$ cat src/rtl/i2c_target_regbank.sv
`timescale 1ns/1ps
// ----------------------------------------------------------------------------
// i2c_target_regbank
//
// I2C target exposing NREGS 8-bit registers to an external I2C controller.
// The first byte after the target address loads the register pointer. Later
// write bytes land at the pointer, and reads stream from it. The pointer
// auto-increments after each byte and wraps modulo NREGS. The on-chip fabric
// can also write registers through the host port.
//
// Ports
//   clk, reset      system clock, synchronous active-high reset
//   scl, sda_i      raw pad inputs (synchronised internally)
//   sda_oe          1 = pull SDA low, 0 = release (open-drain enable only)
//   host_we/addr/wdata  fabric register write port
//   regs_flat       all register contents, reg k at [8k+7:8k]
//   wr_stb/addr/data    notification of a register committed over I2C
//   busy            high from an address-matched START until STOP
//   dbg_state       current FSM state, for observation only
//
// Handshakes: host_we is a single-cycle strobe with no back-pressure; every
// cycle it is high performs a write. wr_stb is a valid-only pulse with no
// ready; wr_addr/wr_data are meaningful only in the cycle wr_stb is high.
// ----------------------------------------------------------------------------
module i2c_target_regbank #(
    parameter logic [6:0] ADRS        = 7'h50,
    parameter int         NREGS       = 16,
    parameter int         SYNC_STAGES = 2,
    parameter logic [7:0] RESET_VAL   = 8'h00,
    localparam int        PW          = $clog2(NREGS)
) (
    input  logic                 clk,
    input  logic                 reset,
    input  logic                 scl,
    input  logic                 sda_i,
    output logic                 sda_oe,
    input  logic                 host_we,
    input  logic [PW-1:0]        host_addr,
    input  logic [7:0]           host_wdata,
    output logic [8*NREGS-1:0]   regs_flat,
    output logic                 wr_stb,
    output logic [PW-1:0]        wr_addr,
    output logic [7:0]           wr_data,
    output logic                 busy,
    output logic [3:0]           dbg_state
);

    typedef enum logic [3:0] {
        IDLE      = 4'd0,
        ADDR      = 4'd1,
        ADDR_ACK  = 4'd2,
        PTR       = 4'd3,
        PTR_ACK   = 4'd4,
        WDATA     = 4'd5,
        WDATA_ACK = 4'd6,
        RDATA     = 4'd7,
        RDATA_ACK = 4'd8,
        WAIT      = 4'd9
    } state_t;

    // ------------------------------------------------------------------
    // Input synchronisers and bus-event detection. Events are registered,
    // so every event pulse lines up with sda_smp, the SDA value seen at
    // the same instant as the SCL edge.
    // ------------------------------------------------------------------
    logic [SYNC_STAGES-1:0] scl_sync;
    logic [SYNC_STAGES-1:0] sda_sync;
    logic                   scl_s, sda_s;
    logic                   scl_d, sda_d;
    logic                   rise, fall, start_det, stop_det;
    logic                   sda_smp;

    assign scl_s = scl_sync[SYNC_STAGES-1];
    assign sda_s = sda_sync[SYNC_STAGES-1];

    always_ff @(posedge clk) begin
        if (reset) begin
            scl_sync  <= '1;
            sda_sync  <= '1;
            scl_d     <= 1'b1;
            sda_d     <= 1'b1;
            rise      <= 1'b0;
            fall      <= 1'b0;
            start_det <= 1'b0;
            stop_det  <= 1'b0;
            sda_smp   <= 1'b1;
        end else begin
            scl_sync  <= {scl_sync[SYNC_STAGES-2:0], scl};
            sda_sync  <= {sda_sync[SYNC_STAGES-2:0], sda_i};
            scl_d     <= scl_s;
            sda_d     <= sda_s;
            rise      <= scl_s & ~scl_d;
            fall      <= ~scl_s & scl_d;
            start_det <= scl_s & scl_d & sda_d & ~sda_s;
            stop_det  <= scl_s & scl_d & ~sda_d & sda_s;
            sda_smp   <= sda_s;
        end
    end

    // ------------------------------------------------------------------
    // FSM and transfer datapath
    // ------------------------------------------------------------------
    state_t        state, state_nxt;
    logic [3:0]    bit_cnt, bit_cnt_nxt;
    logic [7:0]    shreg, shreg_nxt;
    logic [PW-1:0] ptr, ptr_nxt;
    logic          rw, rw_nxt;
    // In the *_ACK states: ACK slot is being driven (write side) or the
    // controller ACKed and a reload is pending (read side).
    logic          ack_flag, ack_flag_nxt;
    logic          sda_oe_nxt;
    logic          busy_nxt;
    logic          commit;
    logic [7:0]    rx_byte;
    logic [7:0]    rd_byte;
    logic [PW-1:0] ptr_inc;
    logic [7:0]    regs [NREGS];

    assign rx_byte   = {shreg[6:0], sda_smp};
    assign rd_byte   = regs[ptr];
    assign ptr_inc   = ptr + PW'(1);
    assign dbg_state = state;

    always_comb begin
        state_nxt    = state;
        bit_cnt_nxt  = bit_cnt;
        shreg_nxt    = shreg;
        ptr_nxt      = ptr;
        rw_nxt       = rw;
        ack_flag_nxt = ack_flag;
        sda_oe_nxt   = sda_oe;
        busy_nxt     = busy;
        commit       = 1'b0;

        if (stop_det) begin
            state_nxt    = IDLE;
            sda_oe_nxt   = 1'b0;
            busy_nxt     = 1'b0;
            bit_cnt_nxt  = 4'd0;
            ack_flag_nxt = 1'b0;
        end else if (start_det) begin
            // Repeated START keeps ptr and busy; any partial byte is dropped.
            state_nxt    = ADDR;
            sda_oe_nxt   = 1'b0;
            bit_cnt_nxt  = 4'd0;
            ack_flag_nxt = 1'b0;
        end else begin
            case (state)
                IDLE: ;

                ADDR, PTR, WDATA: begin
                    if (rise) begin
                        shreg_nxt   = rx_byte;
                        bit_cnt_nxt = bit_cnt + 4'd1;
                        if (bit_cnt == 4'd7) begin
                            bit_cnt_nxt = 4'd0;
                            if (state == ADDR) begin
                                if (rx_byte[7:1] == ADRS) begin
                                    state_nxt = ADDR_ACK;
                                    busy_nxt  = 1'b1;
                                    rw_nxt    = rx_byte[0];
                                end else begin
                                    state_nxt = WAIT;
                                end
                            end else if (state == PTR) begin
                                ptr_nxt   = rx_byte[PW-1:0];
                                state_nxt = PTR_ACK;
                            end else begin
                                commit    = 1'b1;
                                ptr_nxt   = ptr_inc;
                                state_nxt = WDATA_ACK;
                            end
                        end
                    end
                end

                ADDR_ACK, PTR_ACK, WDATA_ACK: begin
                    // First fall pulls SDA low, second fall ends the ACK slot.
                    if (fall) begin
                        if (!ack_flag) begin
                            sda_oe_nxt   = 1'b1;
                            ack_flag_nxt = 1'b1;
                        end else begin
                            ack_flag_nxt = 1'b0;
                            sda_oe_nxt   = 1'b0;
                            if (state == ADDR_ACK && rw) begin
                                // Read: first data bit goes out on this same fall.
                                state_nxt  = RDATA;
                                shreg_nxt  = {rd_byte[6:0], 1'b0};
                                sda_oe_nxt = ~rd_byte[7];
                            end else if (state == ADDR_ACK) begin
                                state_nxt = PTR;
                            end else begin
                                state_nxt = WDATA;
                            end
                        end
                    end
                end

                RDATA: begin
                    if (rise) begin
                        bit_cnt_nxt = bit_cnt + 4'd1;
                    end else if (fall) begin
                        if (bit_cnt == 4'd8) begin
                            sda_oe_nxt   = 1'b0;
                            bit_cnt_nxt  = 4'd0;
                            ack_flag_nxt = 1'b0;
                            state_nxt    = RDATA_ACK;
                        end else begin
                            sda_oe_nxt = ~shreg[7];
                            shreg_nxt  = {shreg[6:0], 1'b0};
                        end
                    end
                end

                RDATA_ACK: begin
                    if (rise) begin
                        ptr_nxt = ptr_inc;
                        if (!sda_smp) begin
                            ack_flag_nxt = 1'b1;
                        end else begin
                            state_nxt = WAIT;
                        end
                    end else if (fall && ack_flag) begin
                        // ptr already advanced on the ACK rise.
                        ack_flag_nxt = 1'b0;
                        bit_cnt_nxt  = 4'd0;
                        shreg_nxt    = {rd_byte[6:0], 1'b0};
                        sda_oe_nxt   = ~rd_byte[7];
                        state_nxt    = RDATA;
                    end
                end

                WAIT: sda_oe_nxt = 1'b0;

                default: begin
                    state_nxt  = IDLE;
                    sda_oe_nxt = 1'b0;
                end
            endcase
        end
    end

    always_ff @(posedge clk) begin
        if (reset) begin
            state    <= IDLE;
            bit_cnt  <= 4'd0;
            shreg    <= 8'h00;
            ptr      <= '0;
            rw       <= 1'b0;
            ack_flag <= 1'b0;
            sda_oe   <= 1'b0;
            busy     <= 1'b0;
            wr_stb   <= 1'b0;
            wr_addr  <= '0;
            wr_data  <= 8'h00;
        end else begin
            state    <= state_nxt;
            bit_cnt  <= bit_cnt_nxt;
            shreg    <= shreg_nxt;
            ptr      <= ptr_nxt;
            rw       <= rw_nxt;
            ack_flag <= ack_flag_nxt;
            sda_oe   <= sda_oe_nxt;
            busy     <= busy_nxt;
            wr_stb   <= commit;
            if (commit) begin
                wr_addr <= ptr;
                wr_data <= rx_byte;
            end
        end
    end

    // ------------------------------------------------------------------
    // Register bank. The host write is applied last so it wins a
    // same-address collision with an I2C commit.
    // ------------------------------------------------------------------
    always_ff @(posedge clk) begin
        if (reset) begin
            for (int i = 0; i < NREGS; i++) begin
                regs[i] <= RESET_VAL;
            end
        end else begin
            if (commit) begin
                regs[ptr] <= rx_byte;
            end
            if (host_we) begin
                regs[host_addr] <= host_wdata;
            end
        end
    end

    for (genvar k = 0; k < NREGS; k++) begin : g_flat
        assign regs_flat[8*k +: 8] = regs[k];
    end

endmodule

$ cat config.mk
export PLATFORM = sky130hd
export DESIGN_NAME = i2c_target_regbank
export DESIGN_NICKNAME = d
export VERILOG_FILES = /design/src/rtl/i2c_target_regbank.sv
export SDC_FILE = /design/constraint.sdc
export NUM_CORES = 1
export LEC_CHECK = 0
export ABC_CLOCK_PERIOD_IN_PS = 6500
export CORE_ASPECT_RATIO = 1.25
export CORE_MARGIN = 2
export CORE_UTILIZATION = 55
export DETAILED_ROUTE_END_ITERATION = 8
export PLACE_DENSITY = 0.84
export SYNTH_ARGS = -nofsm -noshare
export SYNTH_HDL_FRONTEND = slang
export SYNTH_SLANG_ARGS = --single-unit
$ cat constraint.sdc
create_clock -name clk -period 6.5 [get_ports clk]
set_clock_uncertainty 0.2 [all_clocks]
set_input_delay 1.3 -clock clk [delete_from_list [all_inputs] [get_ports clk]]
set_output_delay 1.3 -clock clk [all_outputs]
set_load 0.02 [all_outputs]
==> impl_metrics.json, run 1 <==
{
  "synth_top_area_share_pct": 41.8,
  "drt_pass1_iterations": 8,
  "nFillCells": 1130,
  "diodes": 0,
  "status": "complete, no violations",
  "syn_nets": 768,
  "seq_area_sq_mm": 0.00487,
  "core_sq_mm": 0.0163,
  "dieArea_sq_mm": 0.0178,
  "initial_core_util_pct": 56.5,
  "slowest_delay_ps": 970,
  "grt_pass1_wl_mm": 46.7,
  "ys_ff_latch": 179,
  "seq_area_frac_synth_pct": 52.9,
  "synth_most_common_cell": "a22o_1",
  "power_density_mw_per_mm2": 281,
  "cp_data_arrival_time_ps": 4060,
  "yosysWarnings": 0,
  "cpMaxStageDelayCell": "or4_1",
  "synth_edf_count": 128,
  "setup_slack_ps": 2330,
  "setup_viol": 0,
  "timing.final.crit_share_pct": 64.1,
  "dpl.hpwl_mm": 22.3,
  "critPathKind": "flop to flop",
  "num_vias": 7839,
  "slew_viol_final": 0,
  "cts_buffer_depth": 2,
  "tritoncts": "yes",
  "post-cts-setup-buffers": 0,
  "cts-root-buf": "clkbuf_16",
  "pin_count": 164,
  "drt-initial-drc-count": 1051,
  "drc_errors": 0,
  "syn_area_sq_mm": 0.00920,
  "cts_hold_buffers": 0,
  "cp_top_family": "simple AND/OR/NAND/NOR gates",
  "setup-tns-final_ps": 0,
  "area_growth_pct": 24.7,
  "timing.final.crit_period_ps": 4170,
  "p_int_mw": 2.18,
  "num_rows": 52,
  "whs_ps": 214,
  "seqPwrFrac_pct": 46.5,
  "numClockSinks": 179,
  "p_comb_share_pct": 21.0,
  "placed_area_sq_mm": 0.0109,
  "io_buffers": 163,
  "power_leakage_nw": 3.84,
  "end_kind": "flop",
  "cp-start-kind": "flop",
  "vdd_ir_drop_max_v": 0.000187,
  "clock_latency_ps": 440,
  "ctsHtreeMaxLevel": 4,
  "post_drt_wl_per_cell_microns": 29.2,
  "antenna_found_initial": 0,
  "switchingPower_mw": 1.04,
  "die_h_microns": 149,
  "hold_class": "flop to flop",
  "path_max_fanout": 24,
  "slew_headroom_pct": 11.4,
  "postSynthCellCount": 745,
  "worst_slew_pin_slew_ps": 1320,
  "clock.fmax_ghz": 0.240,
  "cap_viol_max_count": 0,
  "grt_pass1_vias": 7469,
  "viasPerCell": 7.18,
  "pwr-share-clk_pct": 32.5,
  "synth.largest_area_cell": "edfxtp_1",
  "clk_pin_slew_ps": 60,
  "track_usage_pct": 35.7,
  "ys.flop_type": "edfxtp_1",
  "multi_input_area_sq_mm": 0.00400,
  "rsz0062_at_grt": "false",
  "synth_top_cells_by_count": "a22o_1 (134), edfxtp_1 (128), clkbuf_1 (58)",
  "avgSynthCellArea_sq_um": 12.3,
  "ys_top_cells_by_area": "edfxtp_1 (42%), a22o_1 (13%), dfxtp_1 (11%)",
  "nets": 886,
  "ys_types": 67,
  "crit_chain": "nand2b_1, or4_1, nor3_1, a211o_1",
  "stdcell_area_sq_mm": 0.0115,
  "swShare_pct": 32.3,
  "wl_mm": 31.9,
  "finalHoldViolations": 0,
  "drive_gt1_share_pct": 11.8,
  "gp_congestion": 0.956,
  "cp.required_ps": 6390,
  "design_power_total_mw": 3.22,
  "grt_overflow": 0,
  "worst-path-buf-inv": 0,
  "die_width_microns": 120,
  "async_flop_share_pct": 0,
  "cts_resized": 0,
  "numCtsBuffers": 17,
  "ant_nets": 0,
  "pre_cts_ws_ps": 2240,
  "grt_max_degree": 53
}
-- final timing paths --
check	cells past startpoint	slack (ps)	from	end
worst max-delay path	4	2330	dbg_state[0]	regs[1][4]
worst min-delay path	1	210	sda_sync[0]	sda_sync[1]
worst max register to register	4	2330	dbg_state[0]	regs[1][4]
worst min register to register	1	210	sda_sync[0]	sda_sync[1]
-- metrics by stage --
| step | util, % | instances |
|---|---|---|
| floorplan | - | 745 |
| global placement | 66.9 | 1060 |
| detailed placement | 66.9 | 1060 |
| CTS | 70.5 | 1092 |
| global route | 70.5 | 1092 |
| finish | 70.5 | 1092 |
-- layout make-up --
| class | count | area share (%) |
|---|---|---|
| Clock buffer | 17 | 3.71 |
| Inverter | 17 | 0.556 |
| Multi-Input combinational cell | 478 | 34.9 |
| Timing Repair Buffer | 170 | 14.6 |
| Tap cell | 216 | 2.36 |
| Clock inverter | 15 | 1.45 |
| Sequential cell | 179 | 42.4 |
-- flip-flops by register name, summed over array words and instances (netlist names), 2 cells and up, named ones only --
signal / flops
regs: 128
shreg: 8
wr_data: 8
bit_cnt: 4
dbg_state: 4
ptr: 4
wr_addr: 4
scl_sync: 2
sda_sync: 2
-- cells by family (layout without fill, tap and decap cells) --
| family | Yosys count | after routing | share of synthesized area, % |
|---|---|---|---|
| AOI/OAI and AO/OA | 235 | 235 | 20.7 |
| xor gates and xnor gates | 2 | 2 | 0.190 |
| adders and majority gates | 6 | 6 | 0.816 |
| buffers and inverters | 88 | 219 | 3.65 |
| DFF | 179 | 179 | 52.9 |
| muxes | 45 | 45 | 9.26 |
| and+or+nand+nor | 190 | 190 | 12.5 |
-- power by group through the flow --
| stage | combinational (mW) | clock (mW) | sequential, mW |
|---|---|---|---|
| after detailed placement | 0.654 | 0 | 1.51 |
| after global placement | 0.644 | 0 | 1.51 |
| after global routing | 0.708 | 1.08 | 1.50 |
| after CTS | 0.658 | 1.04 | 1.48 |
| final | 0.677 | 1.05 | 1.50 |
| after floorplan | 0.437 | 0 | 1.43 |
-- cells in the final DEF (no fill, tap or decap), types with 3 or more instances in the layout --
master,n
clkinv_1,3
clkinv_4,4
a211o_1,18
ha_1,6
clkdlybuf4s50_1,162
clkinv_2,3
a22o_1,134
nor4_1,10
inv_1,17
nand2_1,41
nor3_4,8
o2bb2ai_1,7
a21oi_1,28
o21ai_0,7
a21o_1,3
nand3b_1,6
bufinv_16,3
o21bai_1,4
clkbuf_16,17
nor2_1,32
nor2b_1,3
nand4_1,4
o21a_1,3
nand2b_1,9
nand4b_1,3
nor3b_1,4
a211oi_1,10
or3_1,3
edfxtp_1,128
dfxtp_1,50
nand3_1,10
buf_4,7
nor3_1,18
mux4_2,32
and3b_1,3
mux2i_1,12
nor3_2,8
or2_2,9
-- layer usage --
metal  wire length [microns]  global-route usage [%]  up-vias
li1                        -                       -     3219
met1                   10700                    44.4     3772
met2                   15500                    58.7      702
met3                    3830                    6.94      146
met4                    1890                    20.1        0
met5                       0                       0        -
(Power assumes the default switching activity.)
==> inputs of run 2 (changes only) <==
ABC_CLOCK_PERIOD_IN_PS = 3300   (was 6500)
CORE_UTILIZATION = 48   (was 55)
PLACE_DENSITY = 0.78   (was 0.84)
clock period = 3.3 ns   (was 6.5 ns; I/O delays follow)
==> run 2 against run 1 <==
  * Via count decreased by 2.5%
  * Clock power increased by 86%
  * Sequential share of layout area decreased by 0.97 points
  * Non-clock buffer count increased by 35
  * Utilization decreased by 8.0 points
  * Global-route usage decreased by 6.8 points
  * Wire length decreased by 9.0%
  * Register-to-register slack got worse by 1900 ps
  * Critical path type unchanged
  * Highest routed layer is now met5
==> impl_metrics.json, run 2 (synthesis results as in run 1) <==
{
  "top_register": "regs",
  "worst-path-buf-inv": 0,
  "die_h_microns": 159,
  "largest_register_ffs": 128,
  "finalNonFillerCells": 1143,
  "timing.final.crit_period_ps": 2850,
  "cts_resized": 0,
  "timing.final.crit_share_pct": 86.5,
  "seq_area_sq_mm": 0.00487,
  "cts_hold_buffers": 0,
  "crit_chain": "nand2b_1, or4_1, or3_4, nor3_4, a22o_1",
  "setup-tns-final_ps": 0,
  "multi_input_area_sq_mm": 0.00400,
  "critPathKind": "flop to flop",
  "final_common_cell": "clkdlybuf4s50_1",
  "viasPerCell": 6.69,
  "drc_errors": 0,
  "rsz0062_at_grt": "false",
  "num_vias": 7642,
  "dpl.hpwl_mm": 20.8,
  "end_kind": "flop",
  "power_leakage_nw": 4.01,
  "post-cts-setup-buffers": 0,
  "gp_congestion": 0.931,
  "grt_pass1_vias": 7324,
  "die_width_microns": 128,
  "cp_top_family": "simple AND/OR/NAND/NOR gates",
  "clk_pin_slew_ps": 70,
  "track_usage_pct": 28.9,
  "nFillCells": 1429,
  "path_max_fanout": 11,
  "dp_cells": 1111,
  "cp_data_arrival_time_ps": 2950,
  "post_drt_wl_per_cell_microns": 25.4,
  "vdd_ir_drop_max_v": 0.000390,
  "cts-root-buf": "clkbuf_16",
  "cpMaxStageDelayCell": "or4_1",
  "area_growth_pct": 27.6,
  "top_regs": "regs (128), shreg (8), wr_data (8)",
  "finalHoldViolations": 0,
  "antenna_found_initial": 1,
  "status": "complete, no violations",
  "slew_headroom_pct": 31.2,
  "initial_core_util_pct": 49.0,
  "dieArea_sq_mm": 0.0203,
  "drt-initial-drc-count": 926,
  "diodes": 0,
  "slew_viol_final": 0,
  "clock.fmax_ghz": 0.350,
  "core_sq_mm": 0.0188,
  "cts_buffer_depth": 2,
  "grt_overflow": 0,
  "ant_nets": 0,
  "cap_viol_max_count": 0,
  "numClockSinks": 179,
  "clock_latency_ps": 440,
  "worst_slew_pin_slew_ps": 1030,
  "tritoncts": "yes",
  "numCtsBuffers": 17,
  "drt_pass1_iterations": 6,
  "io_buffers": 163,
  "slowest_delay_ps": 710,
  "nets": 921,
  "grt_pass1_wl_mm": 44.4,
  "cp.required_ps": 3400,
  "drive_gt1_share_pct": 15.4,
  "setup_viol": 0,
  "wl_mm": 29.0,
  "grt_max_degree": 51,
  "pin_count": 164,
  "ctsHtreeMaxLevel": 4,
  "hold_class": "flop to flop",
  "cp-start-kind": "flop",
  "num_rows": 56,
  "power_density_mw_per_mm2": 532,
  "most-common-layout-cells": "clkdlybuf4s50_1 (162), a22o_1 (134), edfxtp_1 (128), dfxtp_1 (50)"
}
-- run 2: cell type report --
class,instances,area share (%)
Inverter,17,0.544
Timing Repair Buffer,205,16.7
Clock inverter,15,1.19
Multi-Input combinational cell,478,34.1
Tap cell,232,2.47
Clock buffer,17,3.62
Sequential cell,179,41.5
-- run 2: layer usage --
layer / track usage (%) / wire (microns)
met5: 0 / 7
met2: 47.7 / 14500
met1: 36.9 / 10100
met3: 5.63 / 3140
met4: 13.0 / 1300
-- run 2: path summary, 6_finish.rpt --
| path | from | end | slack, ps | depth (start not counted) |
|---|---|---|---|---|
| setup / recovery | dbg_state[3] | regs[6][2] | 450 | 5 |
| hold / removal | sda_sync[0] | sda_sync[1] | 230 | 1 |
| setup reg to reg | dbg_state[3] | regs[6][2] | 450 | 5 |
| hold reg to reg | sda_sync[0] | sda_sync[1] | 230 | 1 |
-- run 2: per-stage QoR --
| stage | hold WS (ps) | cell area, sq um | setup slack, ps | util (%) | power [mW] |
|---|---|---|---|---|---|
| 6_report | 232 | 11700 | 445 | 62.5 | 6.25 |
| 5_1_grt | 259 | 11700 | 331 | 62.5 | 6.45 |
| 4_1_cts | 237 | 11700 | 509 | 62.5 | 6.22 |
| 3_5_place_dp | 211 | 11200 | 337 | 59.5 | 4.30 |
| 3_3_place_gp | 200 | 11200 | 417 | 59.5 | 4.28 |
| 2_1_floorplan | 189 | 9200 | 573 | - | 3.68 |
-- run 2: worst register-to-register path, delay by kind of cell, from the launching register on --
| family | cells | cell delay, ps |
|---|---|---|
| AOI/OAI and AO/OA | 1 | 200 |
| and+or+nand+nor | 4 | 1910 |
| DFF | 1 | 410 |
-- run 2: power by group --
| group | internal (mW) | switching (mW) | total, mW |
|---|---|---|---|
| Sequential | 2.56 | 0.159 | 2.72 |
| Clock | 0.998 | 0.951 | 1.95 |
| Combinational | 0.619 | 0.962 | 1.58 |
| Total | 4.17 | 2.07 | 6.25 |
